`config.mk`:
```
export PLATFORM = sky130hd
export DESIGN_NAME = ram2video
export DESIGN_NICKNAME = d
export VERILOG_FILES = /design/src/rtl/ram2video_pkg.sv /design/src/rtl/sync_pulse_detect.sv /design/src/rtl/ram2video.sv
export SDC_FILE = /design/constraint.sdc
export NUM_CORES = 1
export LEC_CHECK = 0
export CAP_MARGIN = 20
export CORE_MARGIN = 4
export CORE_UTILIZATION = 44
export CTS_BUF_LIST = sky130_fd_sc_hd__clkbuf_16
export DETAILED_ROUTE_END_ITERATION = 12
export PLACE_DENSITY = 0.85
export REMOVE_ABC_BUFFERS = 1
export SLEW_MARGIN = 20
export SYNTH_ARGS = -nofsm -noshare
export SYNTH_HDL_FRONTEND = slang
export SYNTH_SLANG_ARGS = --single-unit
```
`constraint.sdc`:
```
create_clock -name clock -period 2.2 [get_ports clock]
set_clock_uncertainty 0.2 [all_clocks]
set_input_delay 0.33 -clock clock [delete_from_list [all_inputs] [get_ports clock]]
set_output_delay 0.33 -clock clock [all_outputs]
set_load 0.02 [all_outputs]
```
`src/rtl/ram2video_pkg.sv`:
```
// Shared configuration for the line-buffer reader: ring geometry, 640x480p timing,
// raster counter type and the sequencing state enum.
package ram2video_pkg;

  // Ring buffer geometry, shared with the writer side.
  localparam int unsigned DEF_RAM_ADDRESS_BITS   = 14;
  localparam int unsigned DEF_BUFFER_LINE_LENGTH = 640;
  localparam int unsigned DEF_RAM_NUMWORDS       = 10240;
  localparam int unsigned DEF_RD_LATENCY         = 2;

  // 640x480p timing.
  localparam int unsigned DEF_H_ACTIVE = 640;
  localparam int unsigned DEF_H_FRONT  = 16;
  localparam int unsigned DEF_H_SYNC   = 96;
  localparam int unsigned DEF_H_BACK   = 48;
  localparam int unsigned DEF_V_ACTIVE = 480;
  localparam int unsigned DEF_V_FRONT  = 10;
  localparam int unsigned DEF_V_SYNC   = 2;
  localparam int unsigned DEF_V_BACK   = 33;
  localparam bit          DEF_SYNC_POL = 1'b0;

  localparam int unsigned COUNTER_BITS = 12;
  typedef logic [COUNTER_BITS-1:0] cnt_t;

  typedef enum logic [0:0] {
    StWait,
    StRun
  } state_e;

  // True when lo <= pos < hi.
  function automatic logic in_window(cnt_t pos, cnt_t lo, cnt_t hi);
    return (pos >= lo) && (pos < hi);
  endfunction

endpackage

```
`src/rtl/sync_pulse_detect.sv`:
```
// Two-flop synchroniser followed by a rising-edge detector for slow cross-domain triggers.
module sync_pulse_detect (
  input  logic clock,
  input  logic reset_n,
  input  logic async_in,
  output logic pulse
);

  logic [1:0] sync_q;
  logic       prev_q;
  logic [2:0] fill_q;

  // Synchronise, keep the previous synchronised level, and track pipeline fill after reset.
  always_ff @(posedge clock or negedge reset_n) begin
    if (!reset_n) begin
      sync_q <= 2'b00;
      prev_q <= 1'b0;
      fill_q <= 3'b000;
    end else begin
      sync_q <= {sync_q[0], async_in};
      prev_q <= sync_q[1];
      fill_q <= {fill_q[1:0], 1'b1};
    end
  end

  // Edges are only reported once prev_q holds a real sample, so a level held
  // through reset release is not mistaken for a fresh edge.
  assign pulse = sync_q[1] & ~prev_q & fill_q[2];

endmodule

```
`src/rtl/ram2video.sv`:
```
// Line-buffer reader: waits for the writer trigger, then runs fixed raster timing,
// reads the ring buffer in write order and drives RGB/sync/DE aligned to RAM latency.
module ram2video
  import ram2video_pkg::*;
#(
  parameter int unsigned H_ACTIVE           = DEF_H_ACTIVE,
  parameter int unsigned H_FRONT            = DEF_H_FRONT,
  parameter int unsigned H_SYNC             = DEF_H_SYNC,
  parameter int unsigned H_BACK             = DEF_H_BACK,
  parameter int unsigned V_ACTIVE           = DEF_V_ACTIVE,
  parameter int unsigned V_FRONT            = DEF_V_FRONT,
  parameter int unsigned V_SYNC             = DEF_V_SYNC,
  parameter int unsigned V_BACK             = DEF_V_BACK,
  parameter bit          SYNC_POL           = DEF_SYNC_POL,
  parameter int unsigned RAM_ADDRESS_BITS   = DEF_RAM_ADDRESS_BITS,
  parameter int unsigned BUFFER_LINE_LENGTH = DEF_BUFFER_LINE_LENGTH,
  parameter int unsigned RAM_NUMWORDS       = DEF_RAM_NUMWORDS,
  parameter int unsigned RD_LATENCY         = DEF_RD_LATENCY
) (
  input  logic                        clock,
  input  logic                        reset_n,
  input  logic                        starttrigger,
  input  logic [23:0]                 rddata,
  output logic [RAM_ADDRESS_BITS-1:0] rdaddr,
  output logic                        rdclock,
  output logic [7:0]                  R,
  output logic [7:0]                  G,
  output logic [7:0]                  B,
  output logic                        hsync,
  output logic                        vsync,
  output logic                        DE,
  output logic [11:0]                 counterX,
  output logic [11:0]                 counterY,
  output logic                        running
);

  typedef logic [RAM_ADDRESS_BITS-1:0] addr_t;

  // One stage for the rdaddr register plus the RAM read latency.
  localparam int unsigned PIPE_LEN = RD_LATENCY + 1;

  localparam cnt_t H_ACT_C   = cnt_t'(H_ACTIVE);
  localparam cnt_t H_LAST_C  = cnt_t'(H_ACTIVE + H_FRONT + H_SYNC + H_BACK - 1);
  localparam cnt_t HS_BEG_C  = cnt_t'(H_ACTIVE + H_FRONT);
  localparam cnt_t HS_END_C  = cnt_t'(H_ACTIVE + H_FRONT + H_SYNC);
  localparam cnt_t V_ACT_C   = cnt_t'(V_ACTIVE);
  localparam cnt_t V_LAST_C  = cnt_t'(V_ACTIVE + V_FRONT + V_SYNC + V_BACK - 1);
  localparam cnt_t VS_BEG_C  = cnt_t'(V_ACTIVE + V_FRONT);
  localparam cnt_t VS_END_C  = cnt_t'(V_ACTIVE + V_FRONT + V_SYNC);

  localparam addr_t LINE_LEN_C = addr_t'(BUFFER_LINE_LENGTH);
  localparam addr_t LB_LIMIT_C = addr_t'(RAM_NUMWORDS - BUFFER_LINE_LENGTH);

  state_e state_q, state_d;
  cnt_t   cnt_x_q, cnt_x_d;
  cnt_t   cnt_y_q, cnt_y_d;
  addr_t  line_base_q, line_base_d;
  addr_t  rdaddr_q, rdaddr_d;

  logic [PIPE_LEN-1:0] de_pipe_q;
  logic [PIPE_LEN-1:0] hs_pipe_q;
  logic [PIPE_LEN-1:0] vs_pipe_q;

  logic trig_pulse;
  logic run;
  logic de_raw;
  logic hs_raw;
  logic vs_raw;

  sync_pulse_detect u_trig_sync (
    .clock    (clock),
    .reset_n  (reset_n),
    .async_in (starttrigger),
    .pulse    (trig_pulse)
  );

  assign run = (state_q == StRun);

  // Sequencing: a single trigger starts the raster, only reset stops it.
  always_comb begin
    state_d = state_q;
    unique case (state_q)
      StWait:  if (trig_pulse) state_d = StRun;
      StRun:   state_d = StRun;
      default: state_d = StWait;
    endcase
  end

  // Raster counters and ring line base; held at zero while waiting.
  always_comb begin
    cnt_x_d     = cnt_x_q;
    cnt_y_d     = cnt_y_q;
    line_base_d = line_base_q;
    if (!run) begin
      cnt_x_d     = '0;
      cnt_y_d     = '0;
      line_base_d = '0;
    end else if (cnt_x_q == H_LAST_C) begin
      cnt_x_d = '0;
      cnt_y_d = (cnt_y_q == V_LAST_C) ? '0 : cnt_y_q + 1'b1;
      // Advance through the ring exactly as the writer fills it.
      if (cnt_y_q == V_LAST_C) begin
        line_base_d = '0;
      end else if (cnt_y_q < V_ACT_C) begin
        line_base_d = (line_base_q < LB_LIMIT_C) ? line_base_q + LINE_LEN_C : '0;
      end
    end else begin
      cnt_x_d = cnt_x_q + 1'b1;
    end
  end

  // Undelayed timing and read address; rdaddr holds outside the active region.
  always_comb begin
    de_raw   = run && (cnt_x_q < H_ACT_C) && (cnt_y_q < V_ACT_C);
    hs_raw   = run && in_window(cnt_x_q, HS_BEG_C, HS_END_C);
    vs_raw   = run && in_window(cnt_y_q, VS_BEG_C, VS_END_C);
    rdaddr_d = de_raw ? line_base_q + addr_t'(cnt_x_q) : rdaddr_q;
  end

  // State, counters, address register and timing delay line.
  always_ff @(posedge clock or negedge reset_n) begin
    if (!reset_n) begin
      state_q     <= StWait;
      cnt_x_q     <= '0;
      cnt_y_q     <= '0;
      line_base_q <= '0;
      rdaddr_q    <= '0;
      de_pipe_q   <= '0;
      hs_pipe_q   <= '0;
      vs_pipe_q   <= '0;
    end else begin
      state_q     <= state_d;
      cnt_x_q     <= cnt_x_d;
      cnt_y_q     <= cnt_y_d;
      line_base_q <= line_base_d;
      rdaddr_q    <= rdaddr_d;
      de_pipe_q   <= {de_pipe_q[PIPE_LEN-2:0], de_raw};
      hs_pipe_q   <= {hs_pipe_q[PIPE_LEN-2:0], hs_raw};
      vs_pipe_q   <= {vs_pipe_q[PIPE_LEN-2:0], vs_raw};
    end
  end

  // Output register: pixel data gated by delayed DE, syncs at the configured polarity.
  always_ff @(posedge clock or negedge reset_n) begin
    if (!reset_n) begin
      DE    <= 1'b0;
      R     <= 8'd0;
      G     <= 8'd0;
      B     <= 8'd0;
      hsync <= ~SYNC_POL;
      vsync <= ~SYNC_POL;
    end else begin
      DE    <= de_pipe_q[PIPE_LEN-1];
      R     <= de_pipe_q[PIPE_LEN-1] ? rddata[23:16] : 8'd0;
      G     <= de_pipe_q[PIPE_LEN-1] ? rddata[15:8]  : 8'd0;
      B     <= de_pipe_q[PIPE_LEN-1] ? rddata[7:0]   : 8'd0;
      hsync <= hs_pipe_q[PIPE_LEN-1] ? SYNC_POL : ~SYNC_POL;
      vsync <= vs_pipe_q[PIPE_LEN-1] ? SYNC_POL : ~SYNC_POL;
    end
  end

  assign rdaddr   = rdaddr_q;
  assign rdclock  = clock;
  assign counterX = cnt_x_q;
  assign counterY = cnt_y_q;
  assign running  = run;

endmodule

```
* Yosys cells after proc, flatten, opt, wreduce, memory -nomap -nowiden
Cells that the tools add are included.
** Storage, ports and cells
- Flip-flop bits (word level) :: 95
- Input port bits :: 27
- Output and inout port bits :: 67
- Word-level logic and storage cells :: 60
** Operators by class
- Add/sub/neg operators :: 4
- Order comparisons :: 7
- Eq/ne operators :: 4
- Muxes and demuxes :: 17
- Bitwise logic cells :: 4
- Reduce and logical (&&, ||, !) cells :: 7
** Operators by type and width (number)
- $mux W14 :: 5
- $mux W12 :: 5
- $add A12 B1 Y12 const B :: 2
- $eq A12 B10 Y1 const B :: 2
- $lt A12 B10 Y1 const B :: 2
- $lt A12 B9 Y1 const B :: 2
- $mux W8 :: 3
- $add A14 B10 Y14 const B :: 1
- $add A14 B12 Y14 :: 1
- $lt A14 B14 Y1 const B :: 1
- $ge A12 B10 Y1 const B :: 1
- $ge A12 B9 Y1 const B :: 1
- $logic_and A1 B1 Y1 :: 6
- $mux W1 :: 3
- $ne A3 B1 Y1 const B :: 1
- $and A1 B1 Y1 :: 2
- $ne A2 B1 Y1 const B :: 1
- $not A1 Y1 :: 2
- $pmux W1 S2 :: 1
- $reduce_and A2 Y1 :: 1

* Depth between registers and ports, before layout
Gate-level depths: netlist of run 1.
- Word-level depth :: 6
- Mapped depth :: 7
- Mapped depth without buffers :: 6

* Hierarchy
A second synthesis of run 1 with hierarchy kept.
** Second synthesis, totals
- Cells, all modules :: 339
- Area, all modules :: 3824.9 µm²
** Modules (own cells, without submodules)
- ram2video :: instances 1, cells an instance 331, area an instance 3662.3 µm², seq. area each 2054.5 µm²
- sync_pulse_detect :: instances 1, cells an instance 8, area an instance 162.7 µm², seq. area each 150.1 µm²

==> impl_metrics.yaml, run 1 <==
synth:
  synth-compound-area-share: 0.122
  synth_fa_ha_area_frac: 0.0335
  synth_top_area_cell: "dfrtp_1"
  synth_cell_types: 50
  synthMuxAreaShare: 0.0234
  synth_xor_area_frac: 0.0305
  yosys-top-cells-area: "dfrtp_1 58%, and2_1 4.4%, ha_1 3.3%"
  synth-seq-area-share: 0.590
  synth_area_per_cell_um2: 11.4
  yosysWarnings: 0
  syn_inst: 328
  synth_top_family_by_area: "simple AND/OR/NAND/NOR gates"
  ys.flop_type: "dfrtp_1"
  synth.top_cell.area_share: 0.576
  ys_async_sr_fraction: 1.00
  synth-simple-area-share: 0.171
  syn-cell-area_um2: 3740
  ys_seq_elements: 88
  synth-edff-count: 0
placement:
  dp_cells: 555
  hpwlAfterDp_um: 6770
  numPortBuffers: 93
  gp_congestion: 0.850
global_routing:
  grt.overflow.total: 0
  grt_pass1_wl_um: 16200
  grt_pass1_vias: 3223
  grt_max_degree: 42
  track_usage: 0.205
  antenna_found_initial: 0
floorplan:
  die_y_um: 100
  die_area_um2: 10000
  ioPinCount: 94
  rows: 33
  die_x_um: 100
  coreArea_um2: 8260
  initial_core_util: 0.452
clocking:
  cts_tree: "done"
  clk_pin_slew_worst_paths_ns: 0.06
  clock_latency_ns: 0.45
sta:
  slew_headroom: 0.614
  slew_violations: 0
  fin_hold_ws_ns: 0.121
  setup_viol_count_final: 17
  finalSetupTns_ns: -1.26
  setup_slack_ns: -0.129
  fmax_ghz: 0.429
  min_period_over_period: 1.06
  rsz0062_at_grt: "yes"
  hold_viol: 0
  period_needed_ns: 2.33
  worstMarginPinSlew_ns: 0.576
worst_setup_path:
  r2r-start: "counterY[9]"
  arrival_ns: 2.43
  critPathMaxFanout: 7
  rrSetupSlack_ns: -0.13
  cp_num_buf_inv: 1
  rr_endpoint: "line_base_q[9]"
  cp.required_ns: 2.31
  critPathCaptureType: "flop"
  reg2reg_depth: 5
  slowest_delay_ns: 0.55
  setup.worst_path.start_class: "flop"
  critPathSlowestCell: "nor4bb_1"
  worstSetupPathType: "reg -> reg"
  path_cells: "nor4bb_1 -> a31oi_1 -> buf_4 -> a41oi_1 -> a31oi_4"
  path_delay_family: "compound AO/OA/AOI/OAI gates"
min_path:
  hold_depth: 1
  hp-class: "in -> reg"
  whs_endpoint: "u_trig_sync.sync_q[0]"
  worstHoldStart: "starttrigger"
cells_and_area:
  num_antenna_cells: 0
  nets: 508
  nFillCells: 591
  finalNonFillerCells: 581
  drive_above_1_share: 0.189
  syn_to_final_growth_pct: 49.1
  post-route-util: 0.674
flow_run:
  drv_cap: 0
drt:
  route.vias.total: 3232
  ant_nets: 0
  wl_per_cell_um: 17.6
  drt_pass1_iterations: 4
  drt-total-wl_um: 10200
  drt_iter0_markers: 219
  drc: 0
  via_per_inst: 5.56
run_status:
  outcome: "finished, violations left"
  violations: "negative setup slack"
pwr:
  leakagePower_nw: 2.47
  ir_drop_mv: 0.608
  powerDensity_nw_per_um2: 1030
[synth_stat cells (4+ instances only)]
| cell type | number |
|---|---|
| a21o_1 | 4 |
| a21oi_1 | 7 |
| a22o_1 | 7 |
| and2_1 | 26 |
| clkbuf_1 | 7 |
| dfrtp_1 | 86 |
| ha_1 | 10 |
| inv_1 | 16 |
| mux2_2 | 6 |
| nand2_1 | 25 |
| nand3_1 | 12 |
| nand4_1 | 7 |
| nor2_1 | 15 |
| nor3_1 | 8 |
| nor4_1 | 6 |
| o2111ai_1 | 4 |
| o21ai_0 | 19 |
| xnor2_1 | 9 |
| xor2_1 | 4 |
[what timing repair did]
item / in CTS / in global routing
hold buffers: 1 / 0
gates resized for setup: 9 / 16
pin swaps: 6 / 7
gates cloned: 1 / 0
buffers inserted: 4 / 2
endpoints found under the hold margin: 36 / 0
setup endpoints to repair: 19 / 33
[placed cells by master, fill, tap and decap left out, types with 4 or more instances in the layout]
| cell | netlist | final |
|---|---|---|
| dfrtp_1 | 86 | 85 |
| nand3_1 | 12 | 12 |
| nor3_1 | 8 | 7 |
| a21o_1 | 4 | 4 |
| inv_1 | 16 | 17 |
| nor2_1 | 15 | 14 |
| ha_1 | 10 | 10 |
| nand4_1 | 7 | 7 |
| buf_6 | 0 | 4 |
| a22o_1 | 7 | 7 |
| o21ai_0 | 19 | 19 |
| nand2_1 | 25 | 24 |
| clkdlybuf4s50_1 | 0 | 88 |
| and2_1 | 26 | 26 |
| a21oi_1 | 7 | 4 |
| xnor2_1 | 9 | 9 |
| mux2_2 | 6 | 6 |
| xor2_1 | 4 | 4 |
| buf_4 | 2 | 40 |
| nor4_1 | 6 | 6 |
| clkbuf_16 | 0 | 12 |
[cell type report]
cell class / instances / area [um^2] / area share
Clock buffer: 13 / 309 / 0.0555
Clock inverter: 7 / 47.5 / 0.00854
Inverter: 16 / 60.1 / 0.0108
Multi-Input combinational cell: 214 / 1520 / 0.272
Sequential cell: 88 / 2210 / 0.396
Tap cell: 105 / 131 / 0.0236
Timing Repair Buffer: 138 / 1300 / 0.233
[per-layer routing]
metal  vias up  wire length [um]  track usage
met4         0               297       0.0767
met3        29               639       0.0347
li1       1454                 -            -
met5         -                 0            0
met2       145              5460        0.364
met1      1604              3850        0.250
[metrics by stage]
stage / instance area (um^2) / setup slack [ns] / power (mW)
6_report: 5570 / -0.129 / 5.75
4_1_cts: 5480 / -0.0904 / 5.70
3_5_place_dp: 5050 / -0.188 / 4.00
5_1_grt: 5570 / -0.279 / 6.07
3_3_place_gp: 5050 / -0.121 / 3.91
2_1_floorplan: 3690 / -0.745 / 3.03
[logic make-up (layout without fill, tap and decap cells)]
kind of cell	count (synthesis)	count (layout)
flops	88	88
xor+xnor	13	13
compound gates	65	65
simple gates	117	117
buf+inv	26	174
fa+ha+maj	10	10
mux	8	8
other cells	1	1
[state kept, by name (all words and copies together) (netlist names)]
name / count
B: 8
DE: 1
G: 8
R: 8
counterX: 12
counterY: 12
de_pipe_q: 3
hs_pipe_q: 3
hsync: 1
line_base_q: 7
rdaddr: 14
running: 1
u_trig_sync.fill_q: 3
u_trig_sync.prev_q: 1
u_trig_sync.sync_q: 2
vs_pipe_q: 3
vsync: 1
[power by group]
part | total [mW] | switching [mW] | internal, mW | leakage (nW)
registers | 2.13 | 0.234 | 1.90 | 1.07
clock network | 1.71 | 0.697 | 1.01 | 0.169
logic | 1.91 | 0.988 | 0.926 | 1.23
total | 5.75 | 1.92 | 3.83 | 2.47
[worst max-delay path by stage]
stage | start | endpoint | slack, ns | cells past startpoint
global placement | counterX[6] | counterY[5] | -0.12 | 4
detailed placement | counterX[6] | counterY[5] | -0.19 | 4
CTS | counterX[7] | counterY[5] | -0.09 | 4
finish | counterY[9] | line_base_q[9] | -0.13 | 5
floorplan | counterX[6] | counterY[2] | -0.74 | 4
global route | counterY[9] | line_base_q[9] | -0.28 | 5
Power figures use the tool's default switching activity.
==> inputs of run 2 (changes only) <==
Settings changed: ABC_AREA set to 1, CORE_UTILIZATION 44 to 45.
==> run 2 against run 1 <==
The run now ends clean. Maximum frequency up 9.1%. Total power fell by 7.8%. Cell count grew 18%. Register-to-register slack better by 0.33 ns. Setup slack better by 0.18 ns. First-iteration DRC count decreased by 34%. Hold slack improved by 0.012 ns.
==> impl_metrics.yaml, run 2 <==
run_status:
  outcome: "finished, final reports clean"
drt:
  drt_iter0_markers: 145
  route.vias.total: 3368
  wl_per_cell_um: 13.6
  drt_pass1_iterations: 5
  ant_nets: 0
  drt-total-wl_um: 9280
  via_per_inst: 4.93
  drc: 0
worst_setup_path:
  critPathMaxFanout: 2
  setup.worst_path.start_class: "clock port"
  cp.required_ns: 1.67
  critPathSlowestCell: "clkdlybuf4s15_1"
  path_cells: "clkbuf_16 -> clkbuf_16 -> clkdlybuf4s15_1"
  worstSetupPathType: "clk -> out"
  slowest_delay_ns: 0.28
  critPathCaptureType: "output port"
  arrival_ns: 1.62
  crit_top_cell: "clkbuf_16"
sta:
  hold_viol: 0
  slew_headroom: 0.522
  setup_slack_ns: 0.0474
  setup_viol_count_final: 0
  min_period_over_period: 0.978
  rsz0062_at_grt: "no"
  slew_violations: 0
  worstMarginPinSlew_ns: 0.717
  finalSetupTns_ns: 0
  period_needed_ns: 2.15
  fmax_ghz: 0.469
synth:
  synth-seq-area-share: 0.555
  ys_seq_elements: 88
  yosysWarnings: 0
  synth.top_cell.area_share: 0.542
  syn_inst: 465
  ys_async_sr_fraction: 1.00
  synthMostInstantiatedCell: "nand2_1"
  ys.flop_type: "dfrtp_1"
  synth_cell_types: 29
  ys_top_cells_by_count: "141 x nand2_1, 86 x dfrtp_1, 67 x inv_1"
  yosys-top-cells-area: "dfrtp_1 54%, nand2_1 13%, inv_1 6.3%"
  synth_area_per_cell_um2: 8.54
  syn-cell-area_um2: 3970
  synth-edff-count: 0
  synth_top_area_cell: "dfrtp_1"
floorplan:
  ioPinCount: 94
  rows: 34
  die_area_um2: 10400
  initial_core_util: 0.460
  die_x_um: 102
  coreArea_um2: 8640
  die_y_um: 102
placement:
  hpwlAfterDp_um: 6880
  gp_congestion: 0.926
  numPortBuffers: 93
  placement.setup.worst_slack_ns: 0.0615
pwr:
  power_switching_mw: 1.68
  p_comb_frac: 0.266
  internal-power_mw: 3.63
  power_mw: 5.31
  leakagePower_nw: 2.72
  powerDensity_nw_per_um2: 981
  ir_drop_mv: 0.467
  clkPwrFrac: 0.336
  switching_share: 0.316
  p_seq_frac: 0.398
cells_and_area:
  nets: 607
  largest_register_ffs: 14
  layout_common_cells: "141 x nand2_1, 91 x clkdlybuf4s50_1, 85 x dfrtp_1, 68 x inv_1, 42 x nor2_1"
  num_antenna_cells: 0
  final_common_cell: "nand2_1"
  syn_to_final_growth_pct: 36.1
  post-route-util: 0.626
  drive_above_1_share: 0.0765
clocking:
  clock_latency_ns: 0.44
  cts_tree: "done"
  cts_setup_buffers: 0
  clk_pin_slew_worst_paths_ns: 0.06
global_routing:
  grt_pass1_vias: 3420
  track_usage: 0.189
  grt_max_degree: 41
  grt.overflow.total: 0
  grt_pass1_wl_um: 15500
  antenna_found_initial: 0
flow_run:
  drv_cap: 0
min_path:
  hp-class: "in -> reg"
==> run 2: cell count changes in the layout (fill, tap and decap cells not counted), moves of 7 or more <==
cell,before,now
a22o_1,7,0
and2_1,26,0
buf_4,40,5
inv_1,17,68
nand2_1,24,141
nand3_1,12,33
nor2_1,14,42
o21ai_1,0,8
xnor2_1,9,2
==> run 2: cell type report <==
cell class	count	area, um^2
clock buffer	13	310
clock inverter	7	63.8
fill	720	3230
inverter	70	263
multi-input combinational	299	1450
sequential	88	2210
tap	108	135
timing repair buffer	98	978
==> run 2: path summary, 6_finish.rpt <==
kind                       depth (start not counted)         start  slack [ns]                    end
max                                                3         clock        0.05                rdclock
min                                                1  starttrigger        0.13  u_trig_sync.sync_q[0]
max reg2reg                                        9   counterX[0]        0.20        line_base_q[12]
min reg2reg                                        0  de_pipe_q[0]        0.15           de_pipe_q[1]
max in group asynchronous                          3       reset_n        0.98                   R[5]
min in group asynchronous                          2       reset_n        0.21                   R[0]
==> run 2: layer usage <==
layer	global-route usage	wire length [um]
met1	0.234	3840
met4	0.0858	172
met3	0.0382	679
met5	0	0
met2	0.320	4590
==> run 2: stage by stage <==
| stage | cell area [um^2] | std cells | hold slack, ns |
|---|---|---|---|
| 5_1_grt | 5410 | 683 | 0.128 |
| 6_report | 5410 | 683 | 0.133 |
| 3_3_place_gp | 5030 | 663 | 0.133 |
| 3_5_place_dp | 5030 | 663 | 0.135 |
| 2_1_floorplan | 3920 | 457 | -0.166 |
| 4_1_cts | 5410 | 683 | 0.128 |
==> run 2: worst max-delay path, delay by kind of cell <==
family	cells	cell delay [ns]
buffers and inverters	3	0.53
==> run 2: cells by family after synthesis <==
kind of cell	after synthesis	synth area share
other	1	0.000944
DFF	88	0.555
and+or+nand+nor	249	0.273
adders and majority gates	10	0.0315
xor gates and xnor gates	11	0.0243
buffers and inverters	78	0.0797
AOI/OAI and AO/OA	28	0.0359
==> run 2: power by group through the flow <==
stage	clock network (mW)	registers (mW)	logic, mW
after global placement	0.0610	2.13	1.37
final	1.78	2.11	1.41
after global routing	1.89	2.16	1.56
after detailed placement	0.0610	2.14	1.42
after floorplan	0	2.32	0.557
after CTS	1.82	2.12	1.43
==> run 2: timing repair <==
item	in CTS	in global routing
gates cloned	0	0
setup endpoints to repair	2	1
hold buffers	1	0
gates resized for setup	2	1
endpoints found under the hold margin	36	0
==> inputs of run 3 (changes only) <==
Settings changed: ABC_AREA 1 to unset, CORE_ASPECT_RATIO set to 1.75, CORE_UTILIZATION 45 to 44.
==> run 3 against run 2 <==
The run now ends with negative setup slack left. Maximum frequency decreased by 6.2%. Highest routed layer unchanged. Largest cell class unchanged. Critical path depth is 3 higher. Via count shrank 6.6%. Die area fell by 2.9%. Critical path type is now reg -> reg. Design area rose by 2.5%.
==> impl_metrics.yaml, run 3 (synthesized netlist as in run 1, its figures left out) <==
drt:
  via_per_inst: 5.38
  wl_per_cell_um: 16.3
  drc: 0
  drt_iter0_markers: 181
  drt-total-wl_um: 9520
  route.vias.total: 3147
  drt_pass1_iterations: 4
  ant_nets: 0
pwr:
  powerDensity_nw_per_um2: 1040
  power_mw: 5.74
  leakagePower_nw: 2.46
  ir_drop_mv: 0.727
sta:
  period_needed_ns: 2.28
  fmax_ghz: 0.440
  slew_headroom: 0.607
  hold_viol: 0
  worstMarginPinSlew_ns: 0.590
  finalSetupTns_ns: -0.427
  min_period_over_period: 1.03
  slew_violations: 0
  fin_hold_ws_ns: 0.128
  setup_viol_count_final: 13
  setup_slack_ns: -0.0750
  rsz0062_at_grt: "yes"
run_status:
  violations: "negative setup slack"
  outcome: "finished, violations left"
cells_and_area:
  post-route-cell-area_um2: 5540
  drive_above_1_share: 0.179
  nets: 502
  num_antenna_cells: 0
  layout_common_cells: "87 x clkdlybuf4s50_1, 84 x dfrtp_1, 34 x buf_4, 26 x and2_1, 25 x nand2_1"
  final_common_cell: "clkdlybuf4s50_1"
  register_area_um2: 2210
  largest_register_ffs: 14
  nFillCells: 585
  multi_input_area_um2: 1500
  syn_to_final_growth_pct: 48.3
flow_run:
  drv_cap: 0
global_routing:
  track_usage: 0.201
  antenna_found_initial: 0
  grt.overflow.total: 0
  grt_pass1_wl_um: 15800
  grt_max_degree: 47
  grt_pass1_vias: 3317
placement:
  gp_congestion: 0.857
  numPortBuffers: 93
  placed_area_um2: 5040
  hpwlAfterDp_um: 6600
worst_setup_path:
  critPathMaxFanout: 7
  worstSetupPathType: "reg -> reg"
  setup.worst_path.start_class: "flop"
  critPathCaptureType: "flop"
  arrival_ns: 2.43
  cp.required_ns: 2.36
clocking:
  cts_tree: "done"
  clk_pin_slew_worst_paths_ns: 0.06
  clock_latency_ns: 0.45
floorplan:
  die_area_um2: 10100
  die_y_um: 130
  die_x_um: 77.7
  initial_core_util: 0.449
  coreArea_um2: 8310
  rows: 44
  ioPinCount: 94
min_path:
  hp-class: "in -> reg"
==> run 3: cell types whose count changed in the layout (fill, tap and decap cells not counted), sizes merged, moves of 6 or more <==
| cell | previous run | this run |
|---|---|---|
| a22o | 0 | 7 |
| and2 | 0 | 26 |
| buf | 6 | 40 |
| inv | 72 | 18 |
| mux2 | 0 | 6 |
| nand2 | 148 | 25 |
| nand3 | 34 | 12 |
| nor2 | 48 | 15 |
| nor3 | 2 | 8 |
| xnor2 | 2 | 9 |
==> run 3: path summary, 6_finish.rpt <==
| kind | slack (ns) | from | to | depth (start not counted) |
|---|---|---|---|---|
| worst min register to register | 0.15 | vs_pipe_q[0] | vs_pipe_q[1] | 0 |
| min in group asynchronous | 0.23 | reset_n | R[6] | 2 |
| worst max register to register | -0.08 | counterX[6] | line_base_q[11] | 6 |
| max in group asynchronous | 0.92 | reset_n | hsync | 3 |
| worst min-delay path | 0.13 | starttrigger | u_trig_sync.sync_q[0] | 1 |
| worst max-delay path | -0.08 | counterX[6] | line_base_q[11] | 6 |
==> run 3: cell type report <==
type,instances,area share
Clock inverter,7,0.0117
Clock buffer,13,0.0558
Inverter,16,0.0108
Timing Repair Buffer,132,0.226
Tap cell,115,0.0260
Multi-Input combinational cell,214,0.271
Sequential cell,88,0.398
==> run 3: where the power goes <==
part	switching, mW	internal [mW]
sequential	0.211	1.90
clock	0.650	1.12
combinational	0.945	0.914
total	1.81	3.93
==> run 3: what timing repair did <==
item                                    CTS  global route
setup buffers                             1             2
gates cloned                              1             0
pin swaps                                 8             8
endpoints found under the hold margin    43             0
endpoints found under the setup margin   19            23
hold buffers                              1             0
gates resized for setup                  18            15
==> run 3: critical path: stages, from the launching register on <==
cell	delay [ns]
dfrtp_1	0.38
or4b_4	0.56
buf_6	0.14
o41ai_4	0.34
buf_2	0.26
a41oi_1	0.11
a31oi_1	0.19
==> run 3: routing by layer <==
| metal | track usage | up-vias | wire length (um) |
|---|---|---|---|
| li1 | - | 1448 | - |
| met1 | 0.222 | 1534 | 3580 |
| met2 | 0.343 | 144 | 4930 |
| met3 | 0.0594 | 21 | 743 |
| met4 | 0.115 | 0 | 261 |
| met5 | 0 | - | 0 |
==> run 3: per-stage QoR <==
stage / instances / utilization / setup slack, ns
floorplan: 318 / - / -0.745
global placement: 561 / 0.606 / -0.114
detailed placement: 561 / 0.606 / -0.161
CTS: 583 / 0.658 / -0.171
global route: 585 / 0.666 / -0.161
finish: 585 / 0.666 / -0.0750
